==> src/rtl/counterdiv_prog_if.sv <==
// Control/status bundle of the programmable divider: config write port, enables, arm pulses and
// per-channel tick/square/busy outputs. The master drives control, the slave (divider) drives status.
interface counterdiv_prog_if #(
    parameter int CHANNELS = 4,
    parameter int WIDTH    = 16
);
    localparam int CW = (CHANNELS > 1) ? $clog2(CHANNELS) : 1;

    logic                en;
    logic [CHANNELS-1:0] ch_en;
    logic                load;
    logic [CW-1:0]       load_ch;
    logic [WIDTH-1:0]    load_div;
    logic [1:0]          load_mode;
    logic [CHANNELS-1:0] start;
    logic [CHANNELS-1:0] tick;
    logic [CHANNELS-1:0] sq;
    logic [CHANNELS-1:0] busy;

    modport master (
        output en, ch_en, load, load_ch, load_div, load_mode, start,
        input  tick, sq, busy
    );

    modport slave (
        input  en, ch_en, load, load_ch, load_div, load_mode, start,
        output tick, sq, busy
    );
endinterface

==> src/rtl/counterdiv_prog.sv <==
// Multi-channel programmable divider: periodic tick, one-shot or square wave per channel.
// All outputs registered (one edge after the terminal advancing edge); no backpressure, stalls via en/ch_en.
module counterdiv_prog #(
    parameter int CHANNELS  = 4,
    parameter int WIDTH     = 16,
    parameter int RESET_DIV = 2
) (
    input  logic             clk,
    input  logic             reset,
    counterdiv_prog_if.slave bus
);
    localparam logic [1:0] MODE_PERIODIC = 2'b00;
    localparam logic [1:0] MODE_ONESHOT  = 2'b01;
    localparam logic [1:0] MODE_SQUARE   = 2'b10;

    logic [WIDTH-1:0]    r_div   [CHANNELS];
    logic [WIDTH-1:0]    r_count [CHANNELS];
    logic [1:0]          r_mode  [CHANNELS];
    logic [CHANNELS-1:0] r_tick;
    logic [CHANNELS-1:0] r_sq;
    logic [CHANNELS-1:0] r_busy;

    logic [CHANNELS-1:0] w_load_hit;
    logic [CHANNELS-1:0] w_start_hit;
    logic [CHANNELS-1:0] w_advance;
    logic [CHANNELS-1:0] w_terminal;

    // An out-of-range load_ch matches no channel index, so such writes fall away naturally.
    always_comb begin
        w_load_hit  = '0;
        w_start_hit = '0;
        w_advance   = '0;
        w_terminal  = '0;
        for (int i = 0; i < CHANNELS; i++) begin
            w_load_hit[i]  = bus.load && (int'(bus.load_ch) == i);
            w_start_hit[i] = bus.start[i] && (r_mode[i] == MODE_ONESHOT);
            w_advance[i]   = bus.en && bus.ch_en[i] && (r_div[i] != '0) &&
                             ((r_mode[i] != MODE_ONESHOT) || r_busy[i]);
            w_terminal[i]  = (r_count[i] == (r_div[i] - WIDTH'(1)));
        end
    end

    always_ff @(posedge clk or posedge reset) begin
        if (reset) begin
            for (int i = 0; i < CHANNELS; i++) begin
                r_div[i]   <= WIDTH'(RESET_DIV);
                r_mode[i]  <= MODE_PERIODIC;
                r_count[i] <= '0;
            end
            r_tick <= '0;
            r_sq   <= '0;
            r_busy <= '0;
        end else begin
            for (int i = 0; i < CHANNELS; i++) begin
                if (w_load_hit[i]) begin
                    r_div[i]   <= bus.load_div;
                    r_mode[i]  <= bus.load_mode;
                    r_count[i] <= '0;
                    r_sq[i]    <= 1'b0;
                    r_busy[i]  <= 1'b0;
                    r_tick[i]  <= 1'b0;
                end else if (w_start_hit[i]) begin
                    // Arming (or re-arming) restarts the count and never ticks this edge.
                    r_busy[i]  <= 1'b1;
                    r_count[i] <= '0;
                    r_tick[i]  <= 1'b0;
                end else if (w_advance[i] && w_terminal[i]) begin
                    r_count[i] <= '0;
                    r_tick[i]  <= 1'b1;
                    if (r_mode[i] == MODE_SQUARE) begin
                        r_sq[i] <= ~r_sq[i];
                    end
                    if (r_mode[i] == MODE_ONESHOT) begin
                        r_busy[i] <= 1'b0;
                    end
                end else if (w_advance[i]) begin
                    r_count[i] <= r_count[i] + WIDTH'(1);
                    r_tick[i]  <= 1'b0;
                end else begin
                    r_tick[i] <= 1'b0;
                end
            end
        end
    end

    assign bus.tick = r_tick;
    assign bus.sq   = r_sq;
    assign bus.busy = r_busy;
endmodule

==> src/flat_wrapper.sv <==
// flat-port wrapper written by rule: the top's interface ports become plain ports
module counterdiv_prog_flat 
#(
    parameter int CHANNELS  = 4,
    parameter int WIDTH     = 16,
    parameter int RESET_DIV = 2
)
  (clk, reset, bus_en, bus_ch_en, bus_load, bus_load_ch, bus_load_div, bus_load_mode, bus_start, bus_tick, bus_sq, bus_busy);
  counterdiv_prog_if #(.CHANNELS(CHANNELS), .WIDTH(WIDTH)) bus_i ();
  input  logic clk;
  input  logic reset;
  input wire logic [$bits(bus_i.en)-1:0] bus_en;
  input wire logic [$bits(bus_i.ch_en)-1:0] bus_ch_en;
  input wire logic [$bits(bus_i.load)-1:0] bus_load;
  input wire logic [$bits(bus_i.load_ch)-1:0] bus_load_ch;
  input wire logic [$bits(bus_i.load_div)-1:0] bus_load_div;
  input wire logic [$bits(bus_i.load_mode)-1:0] bus_load_mode;
  input wire logic [$bits(bus_i.start)-1:0] bus_start;
  output wire logic [$bits(bus_i.tick)-1:0] bus_tick;
  output wire logic [$bits(bus_i.sq)-1:0] bus_sq;
  output wire logic [$bits(bus_i.busy)-1:0] bus_busy;
  assign bus_i.en = bus_en;
  assign bus_i.ch_en = bus_ch_en;
  assign bus_i.load = bus_load;
  assign bus_i.load_ch = bus_load_ch;
  assign bus_i.load_div = bus_load_div;
  assign bus_i.load_mode = bus_load_mode;
  assign bus_i.start = bus_start;
  assign bus_tick = bus_i.tick;
  assign bus_sq = bus_i.sq;
  assign bus_busy = bus_i.busy;
  counterdiv_prog #(.CHANNELS(CHANNELS), .WIDTH(WIDTH), .RESET_DIV(RESET_DIV)) u_core (.clk(clk), .reset(reset), .bus(bus_i));
endmodule
==> config.mk <==
export PLATFORM = sky130hd
export DESIGN_NAME = counterdiv_prog_flat
export DESIGN_NICKNAME = d
export VERILOG_FILES = /design/src/rtl/counterdiv_prog_if.sv /design/src/rtl/counterdiv_prog.sv /design/src/flat_wrapper.sv
export SDC_FILE = /design/constraint.sdc
export NUM_CORES = 1
export LEC_CHECK = 0
export ABC_AREA = 1
export CAP_MARGIN = 10
export CORE_MARGIN = 2
export CORE_UTILIZATION = 65
export DETAILED_ROUTE_END_ITERATION = 8
export PLACE_DENSITY = 0.88
export SYNTH_ARGS = -nofsm -noshare
export SYNTH_HDL_FRONTEND = slang
export SYNTH_SLANG_ARGS = --single-unit
==> constraint.sdc <==
create_clock -name clk -period 9.5 [get_ports clk]
set_input_delay 1.9 -clock clk [delete_from_list [all_inputs] [get_ports clk]]
set_output_delay 1.9 -clock clk [all_outputs]
set_load 0.05 [all_outputs]
==> impl_metrics.json, run 1 <==
{
  "status": "finished clean",
  "fin_util": 0.741,
  "post-place-ws_ns": 5.41,
  "cts_inserted_buffers": 17,
  "slew_headroom": 0.418,
  "die_width_um": 125,
  "antennaDiodeCount": 0,
  "grt_pass1_vias": 8411,
  "rsz0062_at_grt": "no",
  "io_buffers": 43,
  "finalPower_mw": 2.02,
  "chipHeight_um": 125,
  "finalSetupViolCount": 0,
  "grt_pass1_wl_um": 40000,
  "tritoncts": "built",
  "clk_pin_slew_worst_paths_ns": 0.06,
  "cts_setup_buffers": 0,
  "slew_viol_final": 0,
  "drc": 0,
  "overflow": 0,
  "worst_slew_pin_slew_ns": 0.873,
  "clock.fmax_mhz": 269,
  "dr.pass1.iters": 6,
  "nets": 1419,
  "gp_congestion": 0.963,
  "die-area_mm2": 0.0156,
  "clk_path_buf_depth": 2,
  "routed_wl_um": 24000,
  "syn-num-nets": 1373,
  "cap_violations": 0,
  "ant_nets": 0,
  "cp_slowest_cell": "clkdlybuf4s50_1",
  "min_period_ns": 3.71,
  "final_cell_mix": "357 x nand2_1, 174 x nor2_1, 172 x inv_1, 144 x dfrtp_1, 87 x o21ai_0",
  "power-per-cell-area_mw_per_mm2": 189,
  "cp.arrival_ns": 4.02,
  "start_util": 0.660,
  "drtIter0Drc": 783,
  "place_inst": 1540,
  "grt_usage": 0.319,
  "vdd_drop_max_mv": 0.144,
  "finalSetupTns_ns": 0,
  "antenna_found_initial": 0,
  "mostFrequentLayoutCell": "nand2_1",
  "layout.cells.non_filler": 1572,
  "via_per_inst": 5.67,
  "cp_data_required_time_ns": 9.81,
  "syn_area_mm2": 0.00948,
  "skew_ns": 0.0130,
  "critPathKind": "in2reg",
  "wl_per_cell_um": 15.2,
  "crit_top_cell": "nor2_1",
  "core-area_mm2": 0.0144,
  "pin_count": 44,
  "critPathMaxFanout": 40,
  "cp_cell_sequence": "clkdlybuf4s50_1, nand3_1, buf_4, nand2_1, inv_1, nand2_2, inv_1, nor2_1, nand3_1, nor2_1, xor2_1, nor2_1",
  "leakagePower_nw": 5.14,
  "ys_warn_count": 0,
  "root_buffer": "clkbuf_16",
  "synth_edf_count": 0,
  "slowest_delay_ns": 0.52,
  "seq_area_frac_synth": 0.391,
  "worst_hold_path_type": "reg2reg",
  "yosys_register_bits": 148,
  "htreeDepth": 4,
  "ctsResizeCount": 0,
  "rows": 44,
  "worstSetupEndpointType": "flop",
  "clkSinkCount": 148,
  "via_count": 8914,
  "hold_buffers": 0,
  "dp_hpwl_um": 16800,
  "worstSkewPairLatency_ns": 0.43,
  "critPathLaunchType": "input pin",
  "avgSynthCellArea_um2": 7.13,
  "netlist_instances": 1329,
  "synth_flop_cell": "dfrtp_1",
  "synth_cell_types": 37,
  "finalHoldViolCount": 0,
  "setup_ws_ns": 5.79,
  "area_growth_pct": 12.3,
  "period_share": 0.391,
  "grt_max_degree": 97,
  "drive_gt1_frac": 0.0764,
  "synth-async-reset-ratio": 1.00
}
-- final cells by class --
type,count,area [um2]
clock buffers,21,450
flip-flops and latches,148,3710
well taps,184,230
multi-input cells,983,4980
repair buffers,48,468
clock inverters,11,135
fillers,992,3720
inverters,177,669
-- logic make-up (layout without fill, tap and decap cells) --
group | after synthesis | after routing | synth area share
AND/OR/NAND/NOR | 764 | 764 | 0.361
buffers and inverters | 198 | 257 | 0.0829
flip-flops | 148 | 148 | 0.391
AO/OA/AOI/OAI | 113 | 113 | 0.0624
XOR/XNOR | 94 | 94 | 0.0869
adder cells (fa/ha/maj) | 12 | 12 | 0.0158
-- worst max-delay path, delay by kind of cell --
family	cells	cell delay (ns)
buffers and inverters	4	1.00
xor gates and xnor gates	1	0.16
and+or+nand+nor	7	0.95
-- synth_stat cells (2+ instances only) --
cell	count	area share
nor3_1	31	0.016
inv_2	4	0.0016
nor3_2	6	0.0063
and3_1	4	0.0026
nand2_4	3	0.0036
a21oi_1	16	0.0084
nor2_4	9	0.011
or2_1	2	0.0013
clkbuf_1	17	0.0067
o21ai_0	87	0.046
nor4_1	5	0.0033
nand4_1	29	0.019
xor2_1	58	0.054
ha_1	12	0.016
nor2_2	29	0.019
o21bai_1	4	0.0032
nor3b_1	5	0.0040
nor2_1	174	0.069
buf_6	2	0.0024
dfrtp_1	144	0.38
inv_1	173	0.069
nand3_2	2	0.0021
nand2_1	357	0.14
dfstp_2	4	0.011
o21ai_1	2	0.0011
nand2_2	10	0.0066
xnor2_1	36	0.033
nand3b_1	12	0.0095
nand3_1	84	0.044
-- sequential cells by signal, indices dropped and copies added (netlist names) --
register	flops
u_core.r_mode	8
u_core.r_div	64
u_core.bus.tick	4
u_core.r_count	64
u_core.bus.sq	4
u_core.bus.busy	4
-- metrics by stage --
stage | instance area (um2) | hold slack, ns
CTS | 10600 | 0.493
global route | 10600 | 0.511
global placement | 10100 | 0.469
detailed placement | 10100 | 0.479
finish | 10600 | 0.495
floorplan | 9480 | 0.453
-- per-layer routing --
layer  track usage  vias up  part of all wire  routed length (um)
met5             0        -                 0                   0
met4         0.141        0             0.036                 858
met3        0.0451       86             0.065                1570
met2         0.532      417              0.49               11800
met1         0.415     4142              0.41                9790
li1              -     4269                 -                   -
-- power breakdown --
group,internal [mW],switching (mW)
combinational,0.187,0.344
sequential,0.703,0.102
clock,0.417,0.263
total,1.31,0.708
-- path summary, 6_finish.rpt --
kind | cells past startpoint | start | to | slack, ns
worst max-delay path | 12 | bus_load | u_core.r_count[13] | 5.79
worst min-delay path | 2 | u_core.r_mode[7] | u_core.r_mode[7] | 0.49
worst max register to register | 13 | u_core.r_div[48] | u_core.bus.busy[0] | 6.98
worst min register to register | 2 | u_core.r_mode[7] | u_core.r_mode[7] | 0.49
max in group asynchronous | 3 | reset | u_core.r_count[3] | 6.25
min in group asynchronous | 2 | reset | u_core.r_div[60] | 2.06
Note: power is estimated with default switching activity, not from simulation.
==> inputs of run 2 (changes only) <==
Settings changed: CORE_UTILIZATION 65 to 62, PLACE_DENSITY 0.88 to 0.85.
Clock period 9.5 ns to 3.6 ns, I/O delays scaled along.
==> impl_metrics.json, run 2 (synthesized netlist as in run 1, its figures left out) <==
{
  "worstSkewPairLatency_ns": 0.43,
  "grt_pass1_vias": 8055,
  "top_regs": "u_core.r_count x64, u_core.r_div x64, u_core.r_mode x8",
  "pwr-share-seq": 0.399,
  "worst_hold_path_type": "reg2reg",
  "drive_gt1_frac": 0.0784,
  "overflow": 0,
  "routed_wl_um": 23300,
  "post-place-ws_ns": 0.674,
  "r2r_cells": 13,
  "stdcell_area_mm2": 0.0107,
  "start_util": 0.628,
  "area_growth_pct": 13.1,
  "drtIter0Drc": 880,
  "chipHeight_um": 128,
  "via_per_inst": 5.50,
  "clock.fmax_mhz": 393,
  "finalSetupViolCount": 0,
  "via_count": 8681,
  "layout.cells.non_filler": 1578,
  "htreeDepth": 4,
  "wl_per_cell_um": 14.8,
  "placedInstanceArea_mm2": 0.0101,
  "rows": 45,
  "cts_setup_buffers": 0,
  "internal_power_mw": 3.47,
  "critPathLaunchType": "input pin",
  "clk_pin_slew_worst_paths_ns": 0.06,
  "p_comb_frac": 0.260,
  "gp_congestion": 0.955,
  "grt_pass1_wl_um": 38600,
  "skew_ns": 0.00732,
  "place_inst": 1547,
  "grt_usage": 0.298,
  "p_clk_frac": 0.340,
  "critPathMaxFanout": 15,
  "nFillCells": 1226,
  "critPathKind": "in2reg",
  "min_period_ns": 2.55,
  "finalSetupTns_ns": 0,
  "pin_count": 44,
  "slew_viol_final": 0,
  "hold-path-cell-count": 2,
  "worstSetupEndpointType": "flop",
  "rsz0062_at_grt": "no",
  "tritoncts": "built",
  "hold_ws_ns": 0.498,
  "drc": 0,
  "netSwitchingFraction": 0.346,
  "worst_slew_pin_slew_ns": 0.750,
  "cap_violations": 0,
  "nets": 1422,
  "clkSinkCount": 148,
  "vdd_drop_max_mv": 0.393,
  "hold_buffers": 0,
  "cp.arrival_ns": 2.87,
  "ctsResizeCount": 0,
  "slew_headroom": 0.499,
  "antenna_found_initial": 0,
  "p_switching_mw": 1.84,
  "dr.pass1.iters": 6,
  "mostFrequentLayoutCell": "nand2_1",
  "setup_ws_ns": 1.05,
  "die_width_um": 128,
  "leakagePower_nw": 5.17,
  "power-per-cell-area_mw_per_mm2": 496,
  "status": "finished clean",
  "finalHoldViolCount": 0,
  "io_buffers": 43,
  "grt_max_degree": 42,
  "clk_path_buf_depth": 2,
  "root_buffer": "clkbuf_16",
  "cts_inserted_buffers": 17,
  "dp_hpwl_um": 17300,
  "cp_data_required_time_ns": 3.92,
  "final_cell_mix": "357 x nand2_1, 174 x nor2_1, 172 x inv_1, 144 x dfrtp_1, 87 x o21ai_0",
  "die-area_mm2": 0.0163,
  "period_share": 0.707,
  "ant_nets": 0,
  "core-area_mm2": 0.0151,
  "antennaDiodeCount": 0
}
run 2: changes by cell type in the layout (fill, tap and decap cells not counted):
| cell | change |
|---|---|
| clkbuf_8 | +1 |
| buf_12 | +3 |
| clkinv_4 | +1 |
| clkinv_2 | -1 |
| inv_6 | -1 |
| clkbuf_1 | -1 |
run 2: power by group through the flow:
stage | clock network [mW] | registers [mW] | logic [mW]
floorplan | 0 | 2.13 | 0.991
global placement | 0 | 2.14 | 1.31
detailed placement | 0 | 2.14 | 1.35
CTS | 1.82 | 2.11 | 1.37
global route | 1.89 | 2.14 | 1.57
finish | 1.81 | 2.12 | 1.38
run 2: final cells by class:
class | instances | area [um2] | area share
Inverter | 177 | 668 | 0.0624
Clock inverter | 10 | 131 | 0.0123
Multi-Input combinational cell | 983 | 4980 | 0.465
Timing Repair Buffer | 51 | 528 | 0.0493
Tap cell | 188 | 235 | 0.0220
Clock buffer | 21 | 460 | 0.0430
Sequential cell | 148 | 3710 | 0.346
run 2: worst max-delay path, stage by stage:
cell	delay, ns
clkdlybuf4s50_1	0.73
nand2_1	0.09
o21bai_1	0.19
a21oi_2	0.26
inv_2	0.05
nor2_1	0.10
nand2_1	0.07
nor2_2	0.15
nand2_2	0.11
nand2_4	0.21
nand2_1	0.07
nand2_1	0.06
nand2_1	0.04
run 2: worst paths after layout:
kind,slack [ns],end,startpoint
worst max-delay path,1.05,u_core.bus.busy[1],bus_en
worst min register to register,0.50,u_core.r_mode[5],u_core.r_mode[5]
max in group asynchronous,2.11,u_core.r_div[49],reset
worst max register to register,1.15,u_core.bus.busy[0],u_core.r_div[48]
min in group asynchronous,0.78,u_core.r_count[18],reset
worst min-delay path,0.50,u_core.r_mode[5],u_core.r_mode[5]
run 2: per-stage QoR:
step | util | power, mW
6_report | 0.710 | 5.31
5_1_grt | 0.710 | 5.59
4_1_cts | 0.710 | 5.30
3_5_place_dp | 0.671 | 3.49
3_3_place_gp | 0.671 | 3.45
2_1_floorplan | - | 3.12
run 2: metal layers:
layer / share of wire / up-vias / global-route usage
li1: - / 4269 / -
met1: 0.44 / 4029 / 0.406
met2: 0.48 / 324 / 0.498
met3: 0.063 / 59 / 0.0503
met4: 0.024 / 0 / 0.0821
met5: 0 / - / 0
